**src/rtl/conv_systolic_engine.sv**
```systemverilog
// Output-stationary systolic engine computing one OUT_N x OUT_N tile of a valid-mode 2-D convolution.
// Define CONV_BIAS_EN to take a bias word after the weights and preload every accumulator with it.
module conv_systolic_engine #(
    parameter int DW    = 8,
    parameter int OUT_N = 2,
    parameter int K     = 3,
    parameter int ACC_W = 20
) (
    input  logic          clk,
    input  logic          rst,
    input  logic          ld_valid,
    output logic          ld_ready,
    input  logic [DW-1:0] ld_data,
    output logic          busy,
    output logic          out_valid,
    input  logic          out_ready,
    output logic [DW-1:0] out_data,
    output logic          out_last
);

    localparam int IN_N = OUT_N + K - 1;
    localparam int KK   = K * K;
    localparam int NPIX = IN_N * IN_N;
    localparam int NOUT = OUT_N * OUT_N;
`ifdef CONV_BIAS_EN
    localparam int BIAS_WORDS = 1;
`else
    localparam int BIAS_WORDS = 0;
`endif
    localparam int PIX_OFF = KK + BIAS_WORDS;
    localparam int LD_LEN  = PIX_OFF + NPIX;
    localparam int LW      = $clog2(LD_LEN);
    localparam int KW      = (KK > 1) ? $clog2(KK) : 1;
    localparam int RW      = (K > 1) ? $clog2(K) : 1;
    localparam int PW      = (NPIX > 1) ? $clog2(NPIX) : 1;
    localparam int OW      = (NOUT > 1) ? $clog2(NOUT) : 1;

    typedef enum logic [1:0] {
        S_LOAD,
        S_COMPUTE,
        S_OUTPUT
    } state_t;

    state_t state, next_state;

    logic [LW-1:0]    ld_cnt;
    logic [KW-1:0]    k_cnt;
    logic [RW-1:0]    kr, kc;
    logic [OW-1:0]    o_idx;
    logic [DW-1:0]    weight [KK];
    logic [DW-1:0]    pix    [NPIX];
    logic [ACC_W-1:0] acc    [NOUT];
    logic [2*DW-1:0]  prod   [NOUT];
    logic [ACC_W-1:0] sel_acc;
    logic [ACC_W-1:0] acc_init;
    logic             ld_fire, ld_last, mac_last, out_fire;

    assign ld_fire  = ld_valid && ld_ready;
    assign ld_last  = (ld_cnt == LW'(LD_LEN - 1));
    assign mac_last = (k_cnt == KW'(KK - 1));
    assign out_fire = out_valid && out_ready;
    assign sel_acc  = acc[o_idx];

`ifdef CONV_BIAS_EN
    logic [DW-1:0] bias;
    assign acc_init = ACC_W'(bias);
`else
    assign acc_init = '0;
`endif

    always_ff @(posedge clk or negedge rst) begin
        if (!rst) begin
            state <= S_LOAD;
        end else begin
            state <= next_state;
        end
    end

    always_comb begin
        next_state = state;
        ld_ready   = 1'b0;
        busy       = 1'b0;
        out_valid  = 1'b0;
        out_last   = 1'b0;
        out_data   = '0;
        case (state)
            S_LOAD: begin
                ld_ready = 1'b1;
                if (ld_valid && ld_last) begin
                    next_state = S_COMPUTE;
                end
            end
            S_COMPUTE: begin
                busy = 1'b1;
                if (mac_last) begin
                    next_state = S_OUTPUT;
                end
            end
            S_OUTPUT: begin
                busy      = 1'b1;
                out_valid = 1'b1;
                out_last  = (o_idx == OW'(NOUT - 1));
                // Anything that does not fit in DW bits clamps to full scale
                out_data  = (|sel_acc[ACC_W-1:DW]) ? '1 : sel_acc[DW-1:0];
                if (out_ready && out_last) begin
                    next_state = S_LOAD;
                end
            end
            default: next_state = S_LOAD;
        endcase
    end

    // Operand storage needs no reset: every tile rewrites all of it before use
    always_ff @(posedge clk) begin
        if (ld_fire) begin
            if (ld_cnt < LW'(KK)) begin
                weight[KW'(ld_cnt)] <= ld_data;
            end else if (ld_cnt >= LW'(PIX_OFF)) begin
                pix[PW'(ld_cnt - LW'(PIX_OFF))] <= ld_data;
            end
`ifdef CONV_BIAS_EN
            else begin
                bias <= ld_data;
            end
`endif
        end
    end

    always_ff @(posedge clk or negedge rst) begin
        if (!rst) begin
            ld_cnt <= '0;
            k_cnt  <= '0;
            kr     <= '0;
            kc     <= '0;
            o_idx  <= '0;
        end else begin
            if (ld_fire) begin
                ld_cnt <= ld_last ? '0 : ld_cnt + LW'(1);
            end
            if (state == S_COMPUTE) begin
                if (mac_last) begin
                    k_cnt <= '0;
                    kr    <= '0;
                    kc    <= '0;
                end else begin
                    k_cnt <= k_cnt + KW'(1);
                    if (kc == RW'(K - 1)) begin
                        kc <= '0;
                        kr <= kr + RW'(1);
                    end else begin
                        kc <= kc + RW'(1);
                    end
                end
            end
            if (out_fire) begin
                o_idx <= out_last ? '0 : o_idx + OW'(1);
            end
        end
    end

    // All PEs share the current weight; each reads the pixel offset by its own grid position
    always_comb begin
        prod = '{default: '0};
        for (int r = 0; r < OUT_N; r++) begin
            for (int c = 0; c < OUT_N; c++) begin
                prod[r*OUT_N+c] = (2*DW)'(weight[k_cnt])
                                * (2*DW)'(pix[PW'((r + int'(kr)) * IN_N + c + int'(kc))]);
            end
        end
    end

    always_ff @(posedge clk or negedge rst) begin
        if (!rst) begin
            for (int i = 0; i < NOUT; i++) begin
                acc[i] <= '0;
            end
        end else if (ld_fire && ld_last) begin
            for (int i = 0; i < NOUT; i++) begin
                acc[i] <= acc_init;
            end
        end else if (state == S_COMPUTE) begin
            for (int i = 0; i < NOUT; i++) begin
                acc[i] <= acc[i] + ACC_W'(prod[i]);
            end
        end
    end

endmodule

```
**config.mk**
```make
export PLATFORM = sky130hd
export DESIGN_NAME = conv_systolic_engine
export DESIGN_NICKNAME = d
export VERILOG_FILES = /design/src/rtl/conv_systolic_engine.sv
export SDC_FILE = /design/constraint.sdc
export NUM_CORES = 1
export LEC_CHECK = 0
export BUFFER_PORTS_ARGS = -buffer_cell sky130_fd_sc_hd__buf_2
export CORE_MARGIN = 2
export CORE_UTILIZATION = 59
export DETAILED_ROUTE_END_ITERATION = 10
export HOLD_SLACK_MARGIN = 0.06
export PLACE_DENSITY = 0.81
export SYNTH_ARGS = -nofsm -noshare
export SYNTH_HDL_FRONTEND = slang
export SYNTH_SLANG_ARGS = --single-unit
```
**constraint.sdc**
```tcl
create_clock -name clk -period 6.7 [get_ports clk]
set_clock_uncertainty 0.1 [all_clocks]
set_input_delay 1.34 -clock clk [delete_from_list [all_inputs] [get_ports clk]]
set_output_delay 1.34 -clock clk [all_outputs]
set_load 0.05 [all_outputs]
```
==> impl_metrics.tcl, run 1 <==
set metrics [dict create \
    finalHoldViolations 0 \
    htreeDepth 2 \
    seqCellArea_um2 8440 \
    viasPerCell 6.06 \
    cpMostUsedCell "inv_1" \
    nNetsFinal 2694 \
    slew_viol_final 0 \
    drtPass1Iterations 6 \
    slew_headroom_pct 13.3 \
    period_share_pct 97.4 \
    worst_pin_slew_ns 1.30 \
    die_h_um 209 \
    crit_path_end_kind "flop" \
    postRouteAntennaNets 0 \
    syn_inst 2279 \
    antenna_found_initial 1 \
    synth_top_cell_area_share_pct 24.3 \
    rows 74 \
    holdWs_ns 0.428 \
    via_count 17300 \
    worstPathArrival_ns 6.87 \
    finish.utilization_pct 65.4 \
    synth_area_um2 24700 \
    cts_buffers 35 \
    netlist_top_cells_area "edfxtp_1 24%, fa_1 16%, dfrtp_1 9.8%, ha_1 9.1%, mux4_2 8.7%" \
    max_freq_mhz 153 \
    hp-class "reg -> reg" \
    clkTransAtPathRegs_ns 0.07 \
    portBuffers 23 \
    area_growth_pct 8.79 \
    synth_edf_count 200 \
    postSynthAreaPerCell_um2 10.8 \
    ys_ff_latch 297 \
    ys_types 75 \
    numClockSinks 297 \
    grt_pass1_wl_mm 94.6 \
    worstSetupPathType "reg -> reg" \
    setup_violations 0 \
    synth_area_leader_cell "edfxtp_1" \
    start_kind "flop" \
    yosysSeqAreaShare_pct 34.1 \
    ys.flop_type "edfxtp_1" \
    synthArstFlopShare_pct 32.7 \
    crit_path_max_incr_delay_ns 0.60 \
    grt_overflow 0 \
    die-area_um2 43600 \
    track_usage_pct 27.7 \
    grt_max_degree 61 \
    pin_count 24 \
    cts-root-buf "clkbuf_16" \
    wire_per_inst_um 20.8 \
    multi_input_area_um2 14400 \
    maxCapViolations 0 \
    place_congestion 0.931 \
    grt_pass1_vias 17700 \
    layout_min_cycle_time_ns 6.53 \
    core_area_um2 41100 \
    initial_core_util_pct 60.1 \
    ctsHoldBuffers 0 \
    place_hpwl_mm 42.3 \
    critical_path.max_fanout 8 \
    cp_slowest_cell "mux4_2" \
    die_x_um 209 \
    drive_gt1_share_pct 12.9 \
    cp.required_ns 7.04 \
    routed_wl_mm 59.5 \
    fillers 2952 \
    cts_max_path_buffers 3 \
    drc_errors 0 \
    status "finished clean" \
    final_common_cell "inv_1" \
    synth_fp_nets 2670 \
    clock_latency_ns 0.55 \
    path_cells "inv_1 > ha_4 > buf_12 > mux4_2 > mux4_2 > buf_4 > nand2b_1 > fa_1 > inv_1 > ha_1 > ha_1 > inv_1 > fa_1 > inv_1 > ha_1 > fa_1 > a21oi_1 > o21ai_1 > o31ai_2 > nor3_1 > o31ai_2 > nor3_1 > a221o_1" \
    cts_tree "built" \
    first_iter_violations 1753 \
    final_cell_mix "404 x inv_1, 259 x nor2_1, 200 x fa_1, 200 x edfxtp_1, 176 x ha_1" \
    ys_warn_count 0 \
]
==> layer usage <==
layer  part of all wire [%]  GRT usage [%]  routed length (µm)
met1                     38           36.3               22500
met2                     49           46.3               29300
met3                    8.6           4.90                5110
met4                    4.3           10.8                2530
met5                      0              0                   0
==> stage by stage <==
| step | setup slack [ns] | setup TNS, ns | cells | cell area (µm²) |
|---|---|---|---|---|
| 4_1_cts | 0.0910 | 0 | 2852 | 26700 |
| 3_3_place_gp | 0.339 | 0 | 2790 | 25600 |
| 3_5_place_dp | 0.174 | 0 | 2790 | 25600 |
| 5_1_grt | -0.0304 | -0.0771 | 2860 | 26900 |
| 6_report | 0.175 | 0 | 2861 | 26900 |
| 2_1_floorplan | 0.0162 | 0 | 2279 | 24700 |
==> flip-flops by register name (all words and copies together) (netlist names) <==
register and count:
k_cnt 4, acc 80, ld_cnt 5, kc 2
kr 2, state 2, weight 72, o_idx 2
pix 128
==> cell families after synthesis <==
kind of cell / after synthesis / share of synthesized area (%)
AO/OA/AOI/OAI: 290 / 7.73
XOR/XNOR: 51 / 1.87
adder cells (fa/ha/maj): 379 / 25.3
buffers and inverters: 497 / 8.10
flip-flops: 297 / 34.1
multiplexers: 170 / 11.8
AND/OR/NAND/NOR: 595 / 11.2
==> worst max-delay path, delay by kind of cell (launching register included) <==
kind | cells | cell delay [ns]
AO/OA/AOI/OAI | 5 | 1.46
buffers and inverters | 6 | 0.61
flip-flops | 1 | 0.45
multiplexers | 2 | 1.12
adder cells (fa/ha/maj) | 7 | 2.41
AND/OR/NAND/NOR | 3 | 0.27
==> synthesized netlist by cell type (13+ instances only) <==
library cell / count
o21ai_2: 13
nor2b_1: 28
ha_1: 179
a21o_1: 13
mux2_2: 13
edfxtp_1: 200
o21a_1: 21
o21ai_0: 70
or2_1: 50
nand3_1: 40
mux2i_1: 62
nor2_1: 260
clkbuf_1: 37
nor3_1: 22
mux4_2: 95
xnor2_1: 27
a21oi_1: 74
dfrtp_1: 97
fa_1: 200
buf_2: 37
xor2_1: 22
inv_1: 404
nand2_1: 99
nand2b_1: 40
==> timing repair <==
item / in CTS / in global routing
endpoints found under the hold margin: 0 / 0
endpoints found under the setup margin: 0 / 19
resized for setup: 0 / 12
buffers inserted: 0 / 6
==> worst paths after layout <==
path | start | end | slack [ns] | depth (start not counted)
worst max-delay path | kc[0] | acc[17] | 0.17 | 23
worst min-delay path | state[1] | state[1] | 0.43 | 1
worst max register to register | kc[0] | acc[17] | 0.17 | 23
worst min register to register | state[1] | state[1] | 0.43 | 1
max in group asynchronous | rst | kc[0] | 4.44 | 2
min in group asynchronous | rst | acc[75] | 0.68 | 1
==> cell type report <==
type / instances / share of cell area (%)
clock inverter: 24 / 1.00
antenna: 1 / 0.00930
clock buffer: 38 / 3.30
tap: 532 / 2.47
timing repair buffer: 80 / 2.72
multi-input combinational: 1485 / 53.5
sequential: 297 / 31.4
inverter: 404 / 5.64
Power of run 1 is left out: the tool's default activity adds up to more than one toggle a clock period on the data nets, which glitch-free logic cannot reach.
==> run 2: changes to the inputs <==
--- a/config.mk
+++ b/config.mk
@@ -11,6 +11,7 @@
 export DETAILED_ROUTE_END_ITERATION = 10
 export HOLD_SLACK_MARGIN = 0.06
 export PLACE_DENSITY = 0.81
+export SLEW_MARGIN = 25
 export SYNTH_ARGS = -nofsm -noshare
 export SYNTH_HDL_FRONTEND = slang
 export SYNTH_SLANG_ARGS = --single-unit
==> constraint.sdc (replaced) <==
create_clock -name clk -period 6.7 [get_ports clk]
set_clock_uncertainty 0.1 [all_clocks]
set_input_delay 2.01 -clock clk [delete_from_list [all_inputs] [get_ports clk]]
set_output_delay 2.01 -clock clk [all_outputs]
set_load 0.05 [all_outputs]
==> impl_metrics.tcl, run 2 (synthesis gave the netlist of run 1 again) <==
set metrics [dict create \
    slew_headroom_pct 26.8 \
    clkTransAtPathRegs_ns 0.06 \
    grt_max_degree 62 \
    htreeDepth 2 \
    worstReg2RegEnd "acc[16]" \
    cpMostUsedCell "fa_1" \
    cp_slowest_cell "o41ai_2" \
    worst-r2r-setup-slack_ns 0.26 \
    max_freq_mhz 155 \
    viasPerCell 6.11 \
    min_from "state[1]" \
    layout_min_cycle_time_ns 6.44 \
    crit_path_max_incr_delay_ns 0.63 \
    start_kind "flop" \
    rows 74 \
    drc_errors 0 \
    first_iter_violations 1512 \
    final_cell_mix "404 x inv_1, 254 x nor2_1, 200 x fa_1, 200 x edfxtp_1, 176 x ha_1" \
    cts_buffers 35 \
    fillers 2937 \
    routed_wl_mm 60.4 \
    initial_core_util_pct 60.1 \
    numClockSinks 297 \
    worstSetupPathType "reg -> reg" \
    crit_path_end_kind "flop" \
    grt_pass1_wl_mm 97.1 \
    whs_endpoint "state[1]" \
    clock_latency_ns 0.57 \
    critPathTopFamily "adder cells" \
    cts_tree "built" \
    finalSetupTns_ns 0 \
    worst_pin_slew_ns 1.09 \
    place_hpwl_mm 43.0 \
    die_h_um 209 \
    n_antenna_cell 0 \
    core_area_um2 41100 \
    cts-root-buf "clkbuf_16" \
    path_cells "inv_1 > ha_4 > buf_12 > mux4_2 > mux2_2 > o21ai_2 > buf_4 > nor2_1 > fa_1 > fa_1 > fa_1 > inv_1 > fa_1 > inv_1 > ha_1 > nand2_1 > o41ai_2 > nor2_1 > o31ai_1 > xnor2_1 > a21oi_1" \
    die-area_um2 43600 \
    slew_viol_final 0 \
    die_x_um 209 \
    grt_overflow 0 \
    regMostFlops "pix" \
    nNetsFinal 2699 \
    postRouteAntennaNets 0 \
    worst-path-buf-inv 5 \
    finalHoldViolations 0 \
    pin_count 24 \
    hold_depth 1 \
    finish.utilization_pct 65.8 \
    setup_violations 0 \
    final_common_cell "inv_1" \
    drtPass1Iterations 7 \
    period_share_pct 96.1 \
    cp.required_ns 7.02 \
    cts_max_path_buffers 3 \
    place_congestion 0.935 \
    grt_pass1_vias 18200 \
    drive_gt1_share_pct 13.8 \
    status "finished clean" \
    via_count 17500 \
    hp-class "reg -> reg" \
    largest_reg_flops 128 \
    seqCellArea_um2 8440 \
    top_regs "pix (128), acc (80), weight (72)" \
    wire_per_inst_um 21.1 \
    track_usage_pct 28.5 \
    r2r_start "kc[0]" \
    holdWs_ns 0.433 \
    portBuffers 23 \
    area_growth_pct 9.34 \
    ff2ff_path_depth 21 \
    multi_input_area_um2 14400 \
    antenna_found_initial 0 \
    worstPathArrival_ns 6.76 \
    critical_path.max_fanout 16 \
    maxCapViolations 0 \
]
==> run 2: timing repair <==
item,CTS,global route
buffers inserted,0,11
hold buffers,0,0
gates resized for setup,0,18
setup endpoints to repair,0,19
==> run 2: cell type report <==
type	count	area share [%]
clock inverters	23	1.09
repair buffers	85	2.81
flip-flops and latches	297	31.2
inverters	404	5.61
well taps	532	2.46
clock buffers	40	3.42
multi-input cells	1485	53.4
==> run 2: how the worst max path moves through the flow <==
| stage | startpoint | to | slack, ns | depth (start not counted) |
|---|---|---|---|---|
| after floorplan | kc[1] | acc[59] | 0.02 | 28 |
| after global placement | kc[0] | acc[59] | 0.35 | 21 |
| after detailed placement | kc[0] | acc[17] | 0.19 | 21 |
| after CTS | k_cnt[0] | acc[78] | 0.18 | 21 |
| after global routing | kc[1] | acc[76] | -0.02 | 22 |
| final | kc[0] | acc[16] | 0.26 | 21 |
==> run 2: metal layers <==
| metal | track usage, % | vias to the layer above | wire, µm |
|---|---|---|---|
| li1 | - | 7713 | - |
| met1 | 36.3 | 8728 | 22900 |
| met2 | 48.0 | 877 | 29500 |
| met3 | 5.02 | 200 | 5170 |
| met4 | 13.1 | 0 | 2810 |
| met5 | 0 | - | 0 |
==> run 2: worst register-to-register path, delay by kind of cell, from the launching register on <==
family / cells / cell delay, ns
adders and majority gates: 6 / 2.69
xor gates and xnor gates: 1 / 0.16
buffers and inverters: 5 / 0.58
DFF: 1 / 0.45
and+or+nand+nor: 3 / 0.26
muxes: 2 / 0.84
AOI/OAI and AO/OA: 4 / 1.21
==> run 2: through the flow <==
| step | instances | area [µm²] | worst slack [ns] |
|---|---|---|---|
| after floorplan | 2279 | 24700 | 0.0162 |
| after global placement | 2791 | 25600 | 0.346 |
| after detailed placement | 2791 | 25600 | 0.187 |
| after CTS | 2854 | 26800 | 0.179 |
| after global routing | 2866 | 27000 | -0.0181 |
| final | 2866 | 27000 | 0.258 |
Power of run 2 is left out for the same reason.
==> run 3: changes to the inputs <==
==> constraint.sdc (replaced) <==
create_clock -name clk -period 5.54 [get_ports clk]
set_clock_uncertainty 0.1 [all_clocks]
set_input_delay 1.662 -clock clk [delete_from_list [all_inputs] [get_ports clk]]
set_output_delay 1.662 -clock clk [all_outputs]
set_load 0.05 [all_outputs]
==> impl_metrics.tcl, run 3 (synthesis gave the netlist of run 1 again) <==
set metrics [dict create \
    layout_min_cycle_time_ns 6.24 \
    grt_pass1_wl_mm 107 \
    crit_path_max_incr_delay_ns 0.60 \
    cp_slowest_cell "mux4_2" \
    nNetsFinal 2949 \
    grt_pass1_vias 19700 \
    critPathTopFamily "adder cells" \
    viasPerCell 6.20 \
    area_growth_pct 23.3 \
    drc_errors 0 \
    worstSetupPathType "reg -> reg" \
    cts_max_path_buffers 3 \
    wire_per_inst_um 22.8 \
    path_cells "inv_4 > ha_4 > buf_12 > buf_12 > mux4_2 > mux4_2 > buf_6 > nor2b_4 > fa_1 > fa_1 > fa_1 > inv_2 > fa_1 > inv_2 > ha_4 > o21a_1 > o21a_1 > a21oi_2 > nor2_1 > o31ai_2 > nor3_1 > a221o_1" \
    slew_viol_final 0 \
    final_cell_area_um2 30500 \
    clkTransAtPathRegs_ns 0.06 \
    routed_wl_mm 71.1 \
    period_share_pct 113 \
    start_kind "flop" \
    slew_headroom_pct 25.4 \
    track_usage_pct 31.9 \
    max_freq_mhz 160 \
    drtPass1Iterations 6 \
    antenna_found_initial 0 \
    pre_cts_ws_ns -0.726 \
    place_hpwl_mm 47.4 \
    first_iter_violations 2068 \
    postRouteAntennaNets 0 \
    grt_overflow 0 \
    worst-path-buf-inv 6 \
    cts-root-buf "clkbuf_16" \
    top_regs "pix (128), acc (80), weight (72)" \
    hp-class "reg -> reg" \
    status "finished, violations left" \
    crit_path_end_kind "flop" \
    portBuffers 23 \
    ctsHoldBuffers 0 \
    die-area_um2 43600 \
    setup_violations 51 \
    cp.required_ns 5.88 \
    final_cell_mix "373 x inv_1, 239 x nor2_1, 220 x buf_4" \
    n_antenna_cell 0 \
    postPlaceCellArea_um2 27300 \
    maxCapViolations 0 \
    cts_tree "built" \
    rows 74 \
    numClockSinks 297 \
    grt_max_degree 60 \
    critical_path.max_fanout 6 \
    cts_buffers 34 \
    finalHoldViolations 0 \
    pin_count 24 \
    initial_core_util_pct 60.1 \
    die_x_um 209 \
    worstPathArrival_ns 6.58 \
    clock_latency_ns 0.58 \
    place_congestion 0.908 \
    setup_slack_ns -0.697 \
    core_area_um2 41100 \
    cpMostUsedCell "fa_1" \
    htreeDepth 2 \
    via_count 19300 \
    rsz0062_at_grt "yes" \
    die_h_um 209 \
    final_common_cell "inv_1" \
    finalSetupTns_ns -21.31 \
    largest_reg_flops 128 \
    regMostFlops "pix" \
    drive_gt1_share_pct 28.9 \
    violations "setup timing" \
    worst_pin_slew_ns 1.11 \
]
run 3: changes by cell type in the layout (fill, tap and decap cells not counted), moves of 21 or more:
cell | before | now
buf_4 | 48 | 220
buf_6 | 2 | 57
inv_1 | 404 | 373
inv_2 | 0 | 28
ha_1 | 176 | 151
o21ai_0 | 70 | 49
run 3: final timing paths:
| path | slack (ns) | start | depth (start not counted) | end |
|---|---|---|---|---|
| worst max-delay path | -0.70 | kc[0] | 22 | acc[17] |
| worst min-delay path | 0.41 | acc[9] | 2 | acc[9] |
| worst max register to register | -0.70 | kc[0] | 22 | acc[17] |
| worst min register to register | 0.41 | acc[9] | 2 | acc[9] |
| max in group asynchronous | 3.09 | rst | 2 | acc[53] |
| min in group asynchronous | 1.08 | rst | 1 | acc[68] |
run 3: worst reg2reg max path, delay by kind of cell (launching register included):
family / cells / cell delay [ns]
adders and majority gates: 6 / 2.57
and+or+nand+nor: 3 / 0.28
muxes: 2 / 0.90
DFF: 1 / 0.52
buffers and inverters: 6 / 0.62
AOI/OAI and AO/OA: 5 / 1.14
run 3: routing by layer:
metal  global-route usage (%)  share of wire [%]
met5                        0                  0
met4                     13.9                5.8
met3                     6.34                9.3
met2                     54.1                 49
met1                     40.0                 36
run 3: repair_timing:
action / CTS / global route
pin swaps: 89 / 127
endpoints found under the hold margin: 0 / 0
setup buffers: 34 / 56
gates cloned: 6 / 2
resized for setup: 145 / 152
endpoints found under the setup margin: 51 / 55
run 3: final cells by class:
cell class,instances,area [µm²]
multi-input cells,1485,15500
fillers,2468,10600
flip-flops and latches,297,8440
repair buffers,336,3200
inverters,404,1520
clock buffers,40,893
well taps,532,666
clock inverters,21,234
run 3: per-stage QoR:
stage	hold slack, ns	instances	utilization [%]
2_1_floorplan	0.369	2279	-
3_3_place_gp	0.386	2968	66.5
3_5_place_dp	0.401	2968	66.5
4_1_cts	0.415	3066	71.8
5_1_grt	0.467	3115	74.1
6_report	0.414	3115	74.1
Power of run 3 is left out for the same reason.
